### src/rtl/main_control_fsm.sv
// main_control_fsm: multicycle RISC-V main controller sequencing fetch/decode/execute/memory/writeback.
module main_control_fsm #(
  parameter int STATE_W = 4
) (
  input  logic               clk,
  input  logic               rst_n,
  input  logic [6:0]         op,
  input  logic               zero,
  output logic               pc_write,
  output logic               adr_src,
  output logic               mem_write,
  output logic               ir_write,
  output logic [1:0]         result_src,
  output logic [1:0]         alu_src_a,
  output logic [1:0]         alu_src_b,
  output logic [1:0]         alu_op,
  output logic               reg_write,
  output logic [1:0]         imm_src,
  output logic               illegal_op,
  output logic [STATE_W-1:0] state
);
  localparam logic [6:0] OP_LW = 7'b0000011;
  localparam logic [6:0] OP_SW = 7'b0100011;
  localparam logic [6:0] OP_R = 7'b0110011;
  localparam logic [6:0] OP_I = 7'b0010011;
  localparam logic [6:0] OP_BEQ = 7'b1100011;
  localparam logic [6:0] OP_JAL = 7'b1101111;
  typedef enum logic [STATE_W-1:0] {
    FETCH = 0, DECODE = 1, MEMADR = 2, MEMREAD = 3, MEMWB = 4, MEMWRITE = 5,
    EXECUTER = 6, EXECUTEI = 7, ALUWB = 8, BEQ = 9, JAL = 10
  } state_t;
  state_t cur, nxt;
  logic pc_update, branch, mem_wr, ir_wr, reg_wr, illegal;
  always_ff @(posedge clk or negedge rst_n)
    if (!rst_n) cur <= FETCH;
    else cur <= nxt;
  always_comb begin
    nxt = FETCH;
    pc_update = 1'b0;
    branch = 1'b0;
    adr_src = 1'b0;
    mem_wr = 1'b0;
    ir_wr = 1'b0;
    reg_wr = 1'b0;
    illegal = 1'b0;
    result_src = 2'b00;
    alu_src_a = 2'b00;
    alu_src_b = 2'b00;
    alu_op = 2'b00;
    case (cur)
      FETCH: begin
        nxt = DECODE;
        ir_wr = 1'b1;
        pc_update = 1'b1;
        alu_src_b = 2'b10;
        result_src = 2'b10;
      end
      DECODE: begin
        alu_src_a = 2'b01;
        alu_src_b = 2'b01;
        case (op)
          OP_LW, OP_SW: nxt = MEMADR;
          OP_R: nxt = EXECUTER;
          OP_I: nxt = EXECUTEI;
          OP_BEQ: nxt = BEQ;
          OP_JAL: nxt = JAL;
          default: illegal = 1'b1;
        endcase
      end
      MEMADR: begin
        nxt = op == OP_LW ? MEMREAD : MEMWRITE;
        alu_src_a = 2'b10;
        alu_src_b = 2'b01;
      end
      MEMREAD: begin
        nxt = MEMWB;
        adr_src = 1'b1;
      end
      MEMWB: begin
        result_src = 2'b01;
        reg_wr = 1'b1;
      end
      MEMWRITE: begin
        adr_src = 1'b1;
        mem_wr = 1'b1;
      end
      EXECUTER: begin
        nxt = ALUWB;
        alu_src_a = 2'b10;
        alu_op = 2'b10;
      end
      EXECUTEI: begin
        nxt = ALUWB;
        alu_src_a = 2'b10;
        alu_src_b = 2'b01;
        alu_op = 2'b10;
      end
      ALUWB: reg_wr = 1'b1;
      BEQ: begin
        alu_src_a = 2'b10;
        alu_op = 2'b01;
        branch = 1'b1;
      end
      JAL: begin
        nxt = ALUWB;
        alu_src_a = 2'b01;
        alu_src_b = 2'b10;
        pc_update = 1'b1;
      end
      default: nxt = FETCH;
    endcase
  end
  // write strobes are gated by rst_n so nothing commits while reset is held
  assign pc_write = rst_n & (pc_update | (branch & zero));
  assign mem_write = rst_n & mem_wr;
  assign ir_write = rst_n & ir_wr;
  assign reg_write = rst_n & reg_wr;
  assign illegal_op = rst_n & illegal;
  assign imm_src = op == OP_SW ? 2'b01 : op == OP_BEQ ? 2'b10 : op == OP_JAL ? 2'b11 : 2'b00;
  assign state = cur;
endmodule

### config.mk
export PLATFORM = sky130hd
export DESIGN_NAME = main_control_fsm
export DESIGN_NICKNAME = d
export VERILOG_FILES = /design/src/rtl/main_control_fsm.sv
export SDC_FILE = /design/constraint.sdc
export NUM_CORES = 1
export LEC_CHECK = 0
export ABC_AREA = 1
export CORE_MARGIN = 8
export CORE_UTILIZATION = 34
export CTS_CLUSTER_SIZE = 30
export DETAILED_ROUTE_END_ITERATION = 16
export PLACE_DENSITY = 0.87
export SYNTH_ARGS = -nofsm -noshare
export SYNTH_HDL_FRONTEND = slang
export SYNTH_SLANG_ARGS = --single-unit
### constraint.sdc
create_clock -name clk -period 1.2 [get_ports clk]
set_input_delay 0.24 -clock clk [delete_from_list [all_inputs] [get_ports clk]]
set_output_delay 0.24 -clock clk [all_outputs]
set_load 0.1 [all_outputs]
==> results of run 1 <==
cell usage after synthesis (all sizes together):
master,instances,area (sq um)
a21oi,3,15.01
dfrtp,4,100.1
inv,16,60.05
nand2,32,125.1
nand3,8,40.04
nor2,22,100.1
nor3,1,5.000
o21ai,1,5.000
through the flow:
step,TNS (ns),setup WS (ns),std cells,area (sq um),hold WS (ns)
after floorplan,-7.844,-0.7635,87,718.2,-0.05557
after global placement,-5.532,-0.6067,156,1428,0.5372
kinds of logic after synthesis:
group / share of synthesized area
compound gates: 0.04442
buf+inv: 0.1333
flops: 0.2222
simple gates: 0.6000
==> results.yml, run 1 <==
status:
  status: "stopped before the end"
  haltStage: "detailed placement (3_5_place_dp)"
  error: "[ERROR DPL-0038] Utilization greater than 100%, impossible to legalize"
floorplanning:
  die_y_um: 52.40
  rows: 13
  io_pins: 30
  die_w_um: 52.40
  start_util: 0.3550
yosys:
  syn_area_sq_um: 450.4
  synth_area_per_cell_sq_um: 5.177
  syn_nets: 97
  syn_inst: 87
  synth-seq-cells: 4
  yosysWarnings: 0
  ys_seq_area_frac: 0.2222
  ys_types: 12
place:
  port_buffers: 29
  routabilityCongestion: 0.8493
==> inputs of run 2 (changes only) <==
--- a/config.mk
+++ b/config.mk
@@ -6,11 +6,10 @@
 export NUM_CORES = 1
 export LEC_CHECK = 0
 export ABC_AREA = 1
-export CORE_MARGIN = 8
-export CORE_UTILIZATION = 34
-export CTS_CLUSTER_SIZE = 30
+export CORE_AREA = 8 8 69 71
 export DETAILED_ROUTE_END_ITERATION = 16
-export PLACE_DENSITY = 0.87
+export DIE_AREA = 0 0 77 79
+export PLACE_DENSITY_LB_ADDON = 0.15
 export SYNTH_ARGS = -nofsm -noshare
 export SYNTH_HDL_FRONTEND = slang
 export SYNTH_SLANG_ARGS = --single-unit
==> results.yml, run 2 <==
status:
  violations: "negative setup slack"
  status: "finished with violations"
critical_path:
  path_cells: "nor2_4, nand2_2, nor2_4, nor2_2, nand2_4, buf_12"
  path_buf_inv: 1
  crit_fanout: 4
  r2r-end: "state[2]"
  timing.critical_path.mode_cell: "nor2_4"
  crit_required_ns: 0.96
  reg2reg_slack_ns: -0.15
  r2r-start: "state[3]"
  arrival_ns: 1.47
  path_class: "flip-flop to output port"
  ff2ff_path_depth: 7
  critPathLaunchType: "flip-flop"
  critPathCaptureType: "output port"
  crit_family: "simple AND/OR/NAND/NOR gates"
  path_depth: 6
  crit_slowest_cell: "dfrtp_4"
  slowest_delay_ns: 0.49
finish:
  final_cell_mix: "buf_4 (25), buf_12 (21), nor2_4 (18)"
  postLayoutCellArea_sq_um: 1793
  layout-drive-gt1-share: 0.8261
  antenna_cells: 0
  stdcell_count: 211
  layout_commonest_cell: "buf_4"
  largest_reg_flops: 4
  area_growth_pct: 298.1
  fin_nets: 173
global_route:
  grt_pass1_wl_mm: 4.077
  grt_pass1_vias: 931
  grt_use_total: 0.08383
  antenna_found_initial: 0
  grt_start_max_net_pins: 6
  grt_overflow_total: 0
sta:
  hold_violations: 0
  layout_setup_ws_ns: -0.5122
  fin_worst_skew_ns: 0.0002815
  setup_viol: 22
  min_period_ns: 1.712
  fmax_ghz: 0.5840
  rsz0062_at_grt: "true"
  setup-tns-final_ns: -6.981
  post-route-period-util: 1.427
  max_slew_margin: 0.7337
  slew_viol_final: 0
  worst_slew_pin_slew_ns: 0.3991
power:
  power.total_mw: 3.212
  p_sw_mw: 1.748
  powerDensity_nw_per_um2: 1792
  p_seq_frac: 0.073
  p_leak_nw: 0.8052
  p_int_mw: 1.464
  p_clk_frac: 0.089
  ir_worst_vdd_mv: 0.4188
  power_frac_comb: 0.838
  swShare: 0.5442
yosys:
  ys_seq_area_frac: 0.2222
  synth_top_area_frac: 0.2500
  synth_most_common_cell: "nand2_1"
  synth.area.top_cells: "nand2_1 (25%), dfrtp_1 (22%), nor2_1 (14%)"
  syn_inst: 87
  synth_area_per_cell_sq_um: 5.177
  yosys.area.top_type: "nand2_1"
  synth-seq-cells: 4
  synth_ff_type: "dfrtp_1"
  synthArstFlopShare: 1.000
  syn_area_sq_um: 450.4
  yosysWarnings: 0
  ys_types: 12
  synth_common_cells: "nand2_1 (30), nor2_1 (17), inv_1 (12)"
  synth-edff-count: 0
  syn_nets: 97
clocking:
  cts-root-buf: "clkbuf_8"
  cts_buffers: 3
  cts_tree: "yes"
  hold_buffers: 0
  clk_pin_slew_worst_paths_ns: 0.03
  cts.sinks: 4
  clk_latency_ns: 0.22
  htreeDepth: 1
  clockBufferDepth: 2
place:
  placed_area_sq_um: 1481
  routabilityCongestion: 0.7574
  placed_cells: 194
  dp_slack_ns: -0.5947
  dp.final_hpwl_mm: 1.742
  port_buffers: 29
min_path:
  hold_class: "input pin to async pin"
detailed_routing:
  drcViolationCount: 0
  drt-wirelength-per-cell_um: 10.90
  vias: 800
  drt_wl_total_mm: 2.299
  viasPerCell: 3.791
  first_pass_iters: 4
  drtIter0Drc: 13
  ant_nets: 0
floorplanning:
  io_pins: 30
  core_area_sq_um: 3799
  die_w_um: 77
  dieArea_sq_um: 6083
  die_y_um: 79
  start_util: 0.1186
  rows: 23
job:
  maxCapViolCount: 0
-- run 2: cell counts after synthesis --
Identical to the previous run, type by type.
-- run 2: logic make-up (layout without fill, tap and decap cells) --
| group | after synthesis | after routing | share of synthesized area |
|---|---|---|---|
| compound gates | 4 | 4 | 0.04442 |
| buf+inv | 16 | 90 | 0.1333 |
| flops | 4 | 4 | 0.2222 |
| simple gates | 63 | 63 | 0.6000 |
-- run 2: worst max path at each step --
stage	slack (ns)	start	to
after floorplan	-0.76	state[3]	alu_src_a[1]
after global routing	-0.59	state[3]	alu_src_b[0]
final	-0.51	state[3]	alu_src_b[0]
after global placement	-0.58	op[4]	illegal_op
after CTS	-0.52	state[3]	alu_src_b[0]
after detailed placement	-0.59	op[4]	illegal_op
-- run 2: area by class of cell --
| class | count | area, sq um |
|---|---|---|
| multi-input cells | 67 | 628.1 |
| fillers | 374 | 2006 |
| repair buffers | 71 | 849.6 |
| flip-flops and latches | 4 | 115.1 |
| clock buffers | 3 | 41.29 |
| well taps | 50 | 62.56 |
| inverters | 16 | 96.34 |
-- run 2: per-stage QoR --
| step | util | hold WS (ns) |
|---|---|---|
| after floorplan | - | -0.05557 |
| after global placement | 0.3900 | 0.5463 |
| after detailed placement | 0.3900 | 0.5440 |
| after CTS | 0.4605 | 0.3127 |
| after global routing | 0.4720 | 0.3133 |
| final | 0.4720 | 0.3145 |
-- run 2: timing repair --
item	4_1_cts	5_1_grt
pin swaps	25	19
resized for setup	57	20
hold endpoints to repair	0	0
gates cloned	0	0
endpoints found under the setup margin	24	24
setup buffers	11	6
-- run 2: power groups by stage --
| stage | Clock (mW) | Sequential [mW] | Combinational [mW] |
|---|---|---|---|
| 6_report | 0.285 | 0.235 | 2.69 |
| 5_1_grt | 0.305 | 0.240 | 2.80 |
| 4_1_cts | 0.295 | 0.234 | 2.65 |
| 3_5_place_dp | 0 | 0.232 | 2.42 |
| 3_3_place_gp | 0 | 0.232 | 2.40 |
| 2_1_floorplan | 0 | 0.395 | 1.30 |
-- run 2: layer usage --
layer,part of all wire,up-vias,track usage
li1,-,412,-
met1,0.35,354,0.07030
met2,0.58,28,0.1682
met3,0.046,6,0.01806
met5,0,-,0
met4,0.028,0,0.06415
Note: power is estimated with default switching activity, not from simulation.
==> inputs of run 3 (changes only) <==
--- a/config.mk
+++ b/config.mk
@@ -9,6 +9,7 @@
 export CORE_AREA = 8 8 69 71
 export DETAILED_ROUTE_END_ITERATION = 16
 export DIE_AREA = 0 0 77 79
+export GPL_ROUTABILITY_DRIVEN = 0
 export PLACE_DENSITY_LB_ADDON = 0.15
 export SYNTH_ARGS = -nofsm -noshare
 export SYNTH_HDL_FRONTEND = slang
==> results of run 3 <==
Same layout as run 2: the final DEF is identical, and so are final timing and power.
==> inputs of run 4 (changes only) <==
--- a/config.mk
+++ b/config.mk
@@ -7,10 +7,12 @@
 export LEC_CHECK = 0
 export ABC_AREA = 1
 export CORE_AREA = 8 8 69 71
+export CTS_CLUSTER_SIZE = 8
 export DETAILED_ROUTE_END_ITERATION = 16
 export DIE_AREA = 0 0 77 79
 export GPL_ROUTABILITY_DRIVEN = 0
 export PLACE_DENSITY_LB_ADDON = 0.15
+export SLEW_MARGIN = 15
 export SYNTH_ARGS = -nofsm -noshare
 export SYNTH_HDL_FRONTEND = slang
 export SYNTH_SLANG_ARGS = --single-unit
==> constraint.sdc (replaced) <==
create_clock -name clk -period 1.75 [get_ports clk]
set_input_delay 0.35 -clock clk [delete_from_list [all_inputs] [get_ports clk]]
set_output_delay 0.35 -clock clk [all_outputs]
set_load 0.1 [all_outputs]
==> results.yml, run 4 (synthesis gave the netlist of run 2 again) <==
power:
  power.total_mw: 1.904
  powerDensity_nw_per_um2: 1299
  ir_worst_vdd_mv: 0.3946
  p_leak_nw: 0.6755
critical_path:
  ff2ff_path_depth: 6
  arrival_ns: 1.45
  path_class: "flip-flop to output port"
  critPathCaptureType: "output port"
  reg2reg_slack_ns: 0.52
  path_cells: "nor2_4, nand2_4, nand2_8, nor2_4, nor2_4, buf_12"
  crit_required_ns: 1.40
  path_buf_inv: 1
  path_depth: 6
  crit_family: "simple AND/OR/NAND/NOR gates"
  crit_fanout: 4
  timing.critical_path.mode_cell: "nor2_4"
  crit_slowest_cell: "dfrtp_4"
  slowest_delay_ns: 0.50
  critPathLaunchType: "flip-flop"
finish:
  nFillCells: 407
  antenna_cells: 0
  seq_area_sq_um: 115.1
  area_growth_pct: 225.3
  multi_input_area_sq_um: 521.8
  fin_nets: 152
  final_cell_mix: "buf_12 (20), buf_4 (20), nor2_4 (16), nand2_1 (16), nand2_2 (8)"
  largest_reg_flops: 4
  layout-drive-gt1-share: 0.6929
  utilization: 0.3857
sta:
  worst_slew_pin_slew_ns: 0.2727
  min_period_ns: 1.802
  post-route-period-util: 1.030
  max_slew_margin: 0.8175
  fin_worst_skew_ns: 0.001956
  fmax_ghz: 0.5548
  hold_violations: 0
  setup_viol: 4
  rsz0062_at_grt: "true"
  layout_setup_ws_ns: -0.05234
  slew_viol_final: 0
global_route:
  grt_start_max_net_pins: 7
  antenna_found_initial: 0
  grt_pass1_vias: 745
  grt_pass1_wl_mm: 3.208
  grt_use_total: 0.06588
  grt_overflow_total: 0
detailed_routing:
  viasPerCell: 3.663
  drtIter0Drc: 15
  drt-wirelength-per-cell_um: 10.04
  vias: 696
  first_pass_iters: 4
  ant_nets: 0
  drcViolationCount: 0
  drt_wl_total_mm: 1.907
clocking:
  hold_buffers: 0
  clk_pin_slew_worst_paths_ns: 0.03
  cts.sinks: 4
  cts-root-buf: "clkbuf_8"
  cts_tree: "yes"
  htreeDepth: 1
  clk_latency_ns: 0.21
  clockBufferDepth: 2
  cts_buffers: 3
min_path:
  hold_class: "input pin to async pin"
floorplanning:
  die_y_um: 79
  start_util: 0.1186
  dieArea_sq_um: 6083
  io_pins: 30
  rows: 23
  die_w_um: 77
  core_area_sq_um: 3799
place:
  dp.final_hpwl_mm: 1.581
  port_buffers: 29
status:
  status: "finished with violations"
  violations: "negative setup slack"
job:
  maxCapViolCount: 0
==> run 4: per-stage QoR <==
step / worst slack (ns) / cells / cell area (sq um) / hold WS [ns] / setup TNS, ns
finish: -0.05234 / 190 / 1465 / 0.1339 / -0.1820
global route: -0.1156 / 190 / 1465 / 0.1545 / -0.4873
CTS: -0.08223 / 190 / 1459 / 0.4439 / -0.2775
detailed placement: -0.2444 / 175 / 1275 / 0.6715 / -0.5743
global placement: -0.2266 / 175 / 1275 / 0.6721 / -0.5113
floorplan: -0.3235 / 87 / 654.4 / 0.05443 / -1.524
==> run 4: layout make-up <==
| cell class | instances | area share |
|---|---|---|
| Clock buffer | 3 | 0.02818 |
| Inverter | 16 | 0.05380 |
| Multi-Input combinational cell | 67 | 0.3561 |
| Sequential cell | 4 | 0.07856 |
| Tap cell | 50 | 0.04270 |
| Timing Repair Buffer | 50 | 0.4406 |
==> run 4: power breakdown <==
group          internal (mW)  switching [mW]
Clock                  0.146          0.0436
Combinational          0.549            1.01
Sequential             0.117          0.0429
Total                  0.812            1.09
==> run 4: per-layer routing <==
metal  global-route usage  vias to the layer above  wire length [um]
li1                     -                      369                 -
met1              0.06702                      305               775
met2               0.1198                       20              1042
met3              0.01016                        2                56
met4              0.05094                        0                34
met5                    0                        -                 0
==> run 4: what timing repair did <==
item | in CTS | in global routing
resized for setup | 25 | 3
pin swaps | 12 | 2
setup buffers | 12 | 0
setup endpoints to repair | 10 | 9
==> run 4: worst reg2reg max path, cell delays in order (launching register included) <==
cell,delay (ns)
dfrtp_4,0.50
nor2_4,0.20
nand2_2,0.10
nor2_4,0.12
buf_4,0.12
nand2_1,0.04
nand3_1,0.08
==> run 4: worst paths after layout <==
kind                               start        to
worst max-delay path            state[3]  pc_write
worst min-delay path               rst_n  state[3]
worst max register to register  state[3]  state[2]
worst min register to register  state[3]  state[0]
max in group asynchronous          rst_n  state[0]
min in group clk                   op[4]  state[0]
